$ cat src/rtl/timer_alarm.sv
// timer_alarm: memory-mapped compare/alarm unit driven by the free-running
// millisecond count. Fires once (one-shot) or repeatedly (periodic reload)
// when the count steps onto the programmed compare value, and raises a
// level interrupt while the pending flag is set and interrupts are enabled.
module timer_alarm #(
  parameter logic [31:0] BASE = 32'hFFFF_FF40
) (
  input  logic        clk,
  input  logic        rst,
  input  logic [31:0] timer,
  input  logic [31:0] addr,
  input  logic        we,
  input  logic [31:0] wdata,
  input  logic        re,
  output logic [31:0] rdata,
  output logic        irq
);

  typedef enum logic {
    IDLE  = 1'b0,
    ARMED = 1'b1
  } state_t;

  localparam logic [1:0] OFF_CTRL   = 2'd0;
  localparam logic [1:0] OFF_CMP    = 2'd1;
  localparam logic [1:0] OFF_PERIOD = 2'd2;
  localparam logic [1:0] OFF_STATUS = 2'd3;

  state_t      state_q, state_d;
  logic [31:0] prev_timer_q;
  logic [2:0]  ctrl_q, ctrl_d;       // {IE, PERIODIC, EN}
  logic [31:0] cmp_q, cmp_d;
  logic [31:0] period_q, period_d;
  logic        pend_q, pend_d;
  logic [7:0]  miss_q, miss_d;
  logic [31:0] rdata_q, rdata_d;
  logic        irq_q, irq_d;

  logic        sel;
  logic        wr_ctrl, wr_cmp, wr_period, wr_status;
  logic        tick, fire, reload;
  logic [31:0] rd_word;

  // Byte-lane bits of the address carry no meaning for word registers.
  logic        unused_addr_bits;
  assign unused_addr_bits = ^addr[1:0];

  // Address decode and fire detection, all based on pre-write register state.
  always_comb begin
    sel       = (addr[31:4] == BASE[31:4]);
    wr_ctrl   = we & sel & (addr[3:2] == OFF_CTRL);
    wr_cmp    = we & sel & (addr[3:2] == OFF_CMP);
    wr_period = we & sel & (addr[3:2] == OFF_PERIOD);
    wr_status = we & sel & (addr[3:2] == OFF_STATUS);
    tick      = (timer != prev_timer_q);
    fire      = (state_q == ARMED) & tick & (timer == cmp_q);
    // Periodic with a zero interval degenerates to one-shot.
    reload    = fire & ctrl_q[1] & (period_q != 32'd0);
  end

  // Read mux: selected register contents as seen before this cycle's write.
  always_comb begin
    rd_word = 32'd0;
    case (addr[3:2])
      OFF_CTRL:   rd_word = {29'd0, ctrl_q};
      OFF_CMP:    rd_word = cmp_q;
      OFF_PERIOD: rd_word = period_q;
      OFF_STATUS: rd_word = {16'd0, miss_q, 6'd0, (state_q == ARMED), pend_q};
      default:    rd_word = 32'd0;
    endcase
  end

  // Next-state computation; CPU writes override hardware updates to CTRL/CMP.
  always_comb begin
    state_d  = state_q;
    ctrl_d   = ctrl_q;
    cmp_d    = cmp_q;
    period_d = period_q;
    pend_d   = pend_q;
    miss_d   = miss_q;
    rdata_d  = rdata_q;

    // Alarm bookkeeping from a fire.
    if (fire && !reload) begin
      state_d   = IDLE;
      ctrl_d[0] = 1'b0;
    end
    if (reload) begin
      cmp_d = cmp_q + period_q;
    end

    // CPU register writes.
    if (wr_ctrl) begin
      ctrl_d  = wdata[2:0];
      state_d = wdata[0] ? ARMED : IDLE;
    end
    if (wr_cmp) begin
      cmp_d = wdata;
    end
    if (wr_period) begin
      period_d = wdata;
    end

    // A fire sets PEND and beats a same-cycle W1C, which then leaves MISS alone.
    if (fire) begin
      pend_d = 1'b1;
      if (pend_q) begin
        miss_d = (miss_q == 8'hFF) ? 8'hFF : miss_q + 8'd1;
      end
    end else if (wr_status && wdata[0]) begin
      pend_d = 1'b0;
      miss_d = 8'd0;
    end

    // Read data only changes on a read strobe; unmapped reads return zero.
    if (re) begin
      rdata_d = sel ? rd_word : 32'd0;
    end

    irq_d = pend_d & ctrl_d[2];
  end

  // State registers with synchronous reset; prev_timer tracks timer in reset.
  always_ff @(posedge clk) begin
    if (rst) begin
      state_q      <= IDLE;
      prev_timer_q <= timer;
      ctrl_q       <= 3'd0;
      cmp_q        <= 32'd0;
      period_q     <= 32'd0;
      pend_q       <= 1'b0;
      miss_q       <= 8'd0;
      rdata_q      <= 32'd0;
      irq_q        <= 1'b0;
    end else begin
      state_q      <= state_d;
      prev_timer_q <= timer;
      ctrl_q       <= ctrl_d;
      cmp_q        <= cmp_d;
      period_q     <= period_d;
      pend_q       <= pend_d;
      miss_q       <= miss_d;
      rdata_q      <= rdata_d;
      irq_q        <= irq_d;
    end
  end

  assign rdata = rdata_q;
  assign irq   = irq_q;

endmodule

$ cat config.mk
export PLATFORM = sky130hd
export DESIGN_NAME = timer_alarm
export DESIGN_NICKNAME = d
export VERILOG_FILES = /design/src/rtl/timer_alarm.sv
export SDC_FILE = /design/constraint.sdc
export NUM_CORES = 1
export LEC_CHECK = 0
export CAP_MARGIN = 20
export CELL_PAD_IN_SITES_DETAIL_PLACEMENT = 1
export CELL_PAD_IN_SITES_GLOBAL_PLACEMENT = 2
export CORE_ASPECT_RATIO = 1.25
export CORE_MARGIN = 2
export CORE_UTILIZATION = 35
export CTS_BUF_LIST = sky130_fd_sc_hd__clkbuf_8
export DETAILED_ROUTE_END_ITERATION = 10
export PLACE_DENSITY_LB_ADDON = 0.1
export RECOVER_POWER = 25
export SYNTH_ARGS = -nofsm -noshare
export SYNTH_HDL_FRONTEND = slang
export SYNTH_SLANG_ARGS = --single-unit
export TNS_END_PERCENT = 100
$ cat constraint.sdc
create_clock -name clk -period 9.5 [get_ports clk]
set_clock_uncertainty 0.2 [all_clocks]
set_input_delay 2.375 -clock clk [delete_from_list [all_inputs] [get_ports clk]]
set_output_delay 2.375 -clock clk [all_outputs]
set_load 0.03 [all_outputs]
==> metrics.cfg <==
[run_status]
status=complete, no violations

[clocking]
clk_pin_slew_ns=0.10
h-tree-depth=4
tritoncts=yes
cts_hold_buf=0
post_cts_buffers=0
cts.repair.resized=0
clockRootBuffer=clkbuf_8
clk_path_buf_depth=2
clk_latency_ns=0.47
cts_inserted_buffers=17
cts.sinks=141

[sta]
worstMarginPinSlew_ns=0.910
period_needed_ns=5.90
fin_tns_setup_ns=0
rsz0062_at_grt=false
hold_ws_ns=0.273
hold_viol_final=0
setup_viol_count_final=0
max_clock_freq_mhz=170
drv_slew=0
fin_crit_sh_pct=62.1
max_slew_margin_pct=39.4

[grt]
gr-total-overflow=0
grt_pass1_wl_um=43300
grt_start_max_net_pins=65
grt_antenna_before_repair=0
grtUsageTotal_pct=24.4
grt_pass1_vias=7564

[synth]
synth_top_area_cell=dfxtp_1
synth.yosys.seq_area_share_pct=36.1
async_flop_share_pct=0
yosysMostFrequentCell=dfxtp_1
syn_area_um2=7810
synth_top_area_share_pct=36.1
synth_cells=929
ys_top_cells_by_area=dfxtp_1 (36%), a21oi_1 (7.9%), xnor2_1 (5.6%)
synth.avg_cell_area_um2=8.41
synth_ff_type=dfxtp_1
synth_cell_types=58
ys_top_cells_by_count=dfxtp_1 (141), a21oi_1 (123), nand2_1 (102)
synth_edf_count=0
synth_fp_nets=1062
synth_seq_cells=141
ys.warnings.count=0

[layout]
final_util_pct=44.2
n_antenna_cell=0
area_growth_pct=24.7
stdcell_count=1333
drive_above_1_share_pct=6.29
finalNetCount=1170

[critical_path]
path_cells=clkdlybuf4s50_1, nand4_1, or4_1, nor4_4, buf_4, and3_1, nor3b_1, and2_0, mux4_2, a211o_1
crit_arrival_ns=6.07
startpoint_type=input port
path_class=input port to flop
cp_max_fo=35
cpPeakStageDelay_ns=0.76
cp-end-kind=flop
crit_slowest_cell=and3_1
required_ns=9.67

[job]
maxCapViolCount=0

[die]
rows=61
die_area_um2=23500
fp.dieH_um=171
die_x_um=138
coreArea_um2=22100
start_util_pct=35.4
pin_count=133

[power]
vdd_ir_drop_max_v=0.0000814
power_mw=1.20
power_density_nw_per_um2=124
p_leak_nw=3.63

[routing]
num_vias=7377
dr.first_iter.drc_count=430
drtAntennaViolNets=0
drc=0
vias_per_cell=5.53
drtPass1Iterations=4
wl_per_cell_um=20.9
wl_um=27800

[min_path]
hold_path.class=flop to flop

[placed_design]
portBuffers=130
dp_cells=1301
hpwl_um=21500
place_congestion=0.837

[sequential cells by signal, summed over array words and instances, names as in the netlist]
name,count
cmp_q,32
ctrl_q,2
irq,1
miss_q,8
pend_q,1
period_q,32
prev_timer_q,32
rdata,32
state_q,1
[per-stage QoR]
| stage | cell area, um^2 | worst slack, ns |
|---|---|---|
| 5_1_grt | 9750 | 3.40 |
| 4_1_cts | 9750 | 3.59 |
| 3_5_place_dp | 9340 | 3.11 |
| 6_report | 9750 | 3.60 |
| 3_3_place_gp | 9330 | 3.16 |
| 2_1_floorplan | 7810 | 4.56 |
[metal layers]
metal	vias up	share of wire, %	global-route usage, %
li1	3603	-	-
met1	3633	46	32.2
met2	120	49	41.5
met3	21	2.9	3.56
met4	0	1.6	6.50
met5	-	0	0
[power by group]
group / switching, mW / internal, mW / leakage (nW) / total [mW]
sequential: 0.00453 / 0.599 / 1.15 / 0.603
combinational: 0.0478 / 0.0530 / 2.29 / 0.101
clock: 0.299 / 0.200 / 0.195 / 0.500
total: 0.352 / 0.852 / 3.63 / 1.20
[cells in the final DEF, fill, tap and decap left out, drive strengths merged, types with 4 or more instances in the layout]
cell type      synthesis  layout
xor2                  37      37
a21oi                123     123
a211oi                16      16
nand4                 26      26
dlygate4sd3            0      43
o21ai                 30      30
o21bai                 4       4
nor2b                  7       7
nand2                102     102
or2                    5       5
nor4                  19      19
nor3                  16      16
nor2                  32      32
o21a                   5       5
a21o                  16      16
mux2i                 10      10
buf                    3      10
xnor2                 50      50
clkbuf                46      17
dfxtp                141     141
a22oi                 23      23
and2                   5       5
a31oi                  6       6
and3                   9       9
ha                    32      32
nand2b                38      38
nand3                 44      44
clkdlybuf4s50          0      85
inv                    8      17
mux2                   8       8
a22o                  29      29
[area by class of cell]
| type | count | area (um^2) |
|---|---|---|
| sequential | 141 | 2820 |
| clock buffer | 17 | 234 |
| timing repair buffer | 138 | 1360 |
| clock inverter | 15 | 168 |
| inverter | 8 | 30.0 |
| tap | 283 | 354 |
| multi-input combinational | 731 | 4780 |
| fill | 2624 | 12300 |
[worst max-delay path, delay by kind of cell]
kind | cells | cell delay [ns]
buffers and inverters | 2 | 0.87
AND/OR/NAND/NOR | 6 | 2.12
multiplexers | 1 | 0.45
AO/OA/AOI/OAI | 1 | 0.23
[cells by family (layout without fill, tap and decap cells)]
family / after synthesis / after routing / share of synthesized area, %
buf+inv: 57 / 178 / 2.79
fa+ha+maj: 33 / 33 / 5.38
flops: 141 / 141 / 36.1
mux: 21 / 21 / 3.30
xor+xnor: 87 / 87 / 9.75
simple gates: 314 / 314 / 20.5
compound gates: 276 / 276 / 22.2
[worst paths after layout]
path | startpoint | to | slack [ns] | cells after the start
setup / recovery | addr[11] | cmp_q[31] | 3.60 | 10
hold / removal | rdata[13] | rdata[13] | 0.27 | 2
hold reg to reg | rdata[13] | rdata[13] | 0.27 | 2
setup reg to reg | cmp_q[1] | cmp_q[29] | 5.72 | 8
Power figures use the tool's default switching activity.
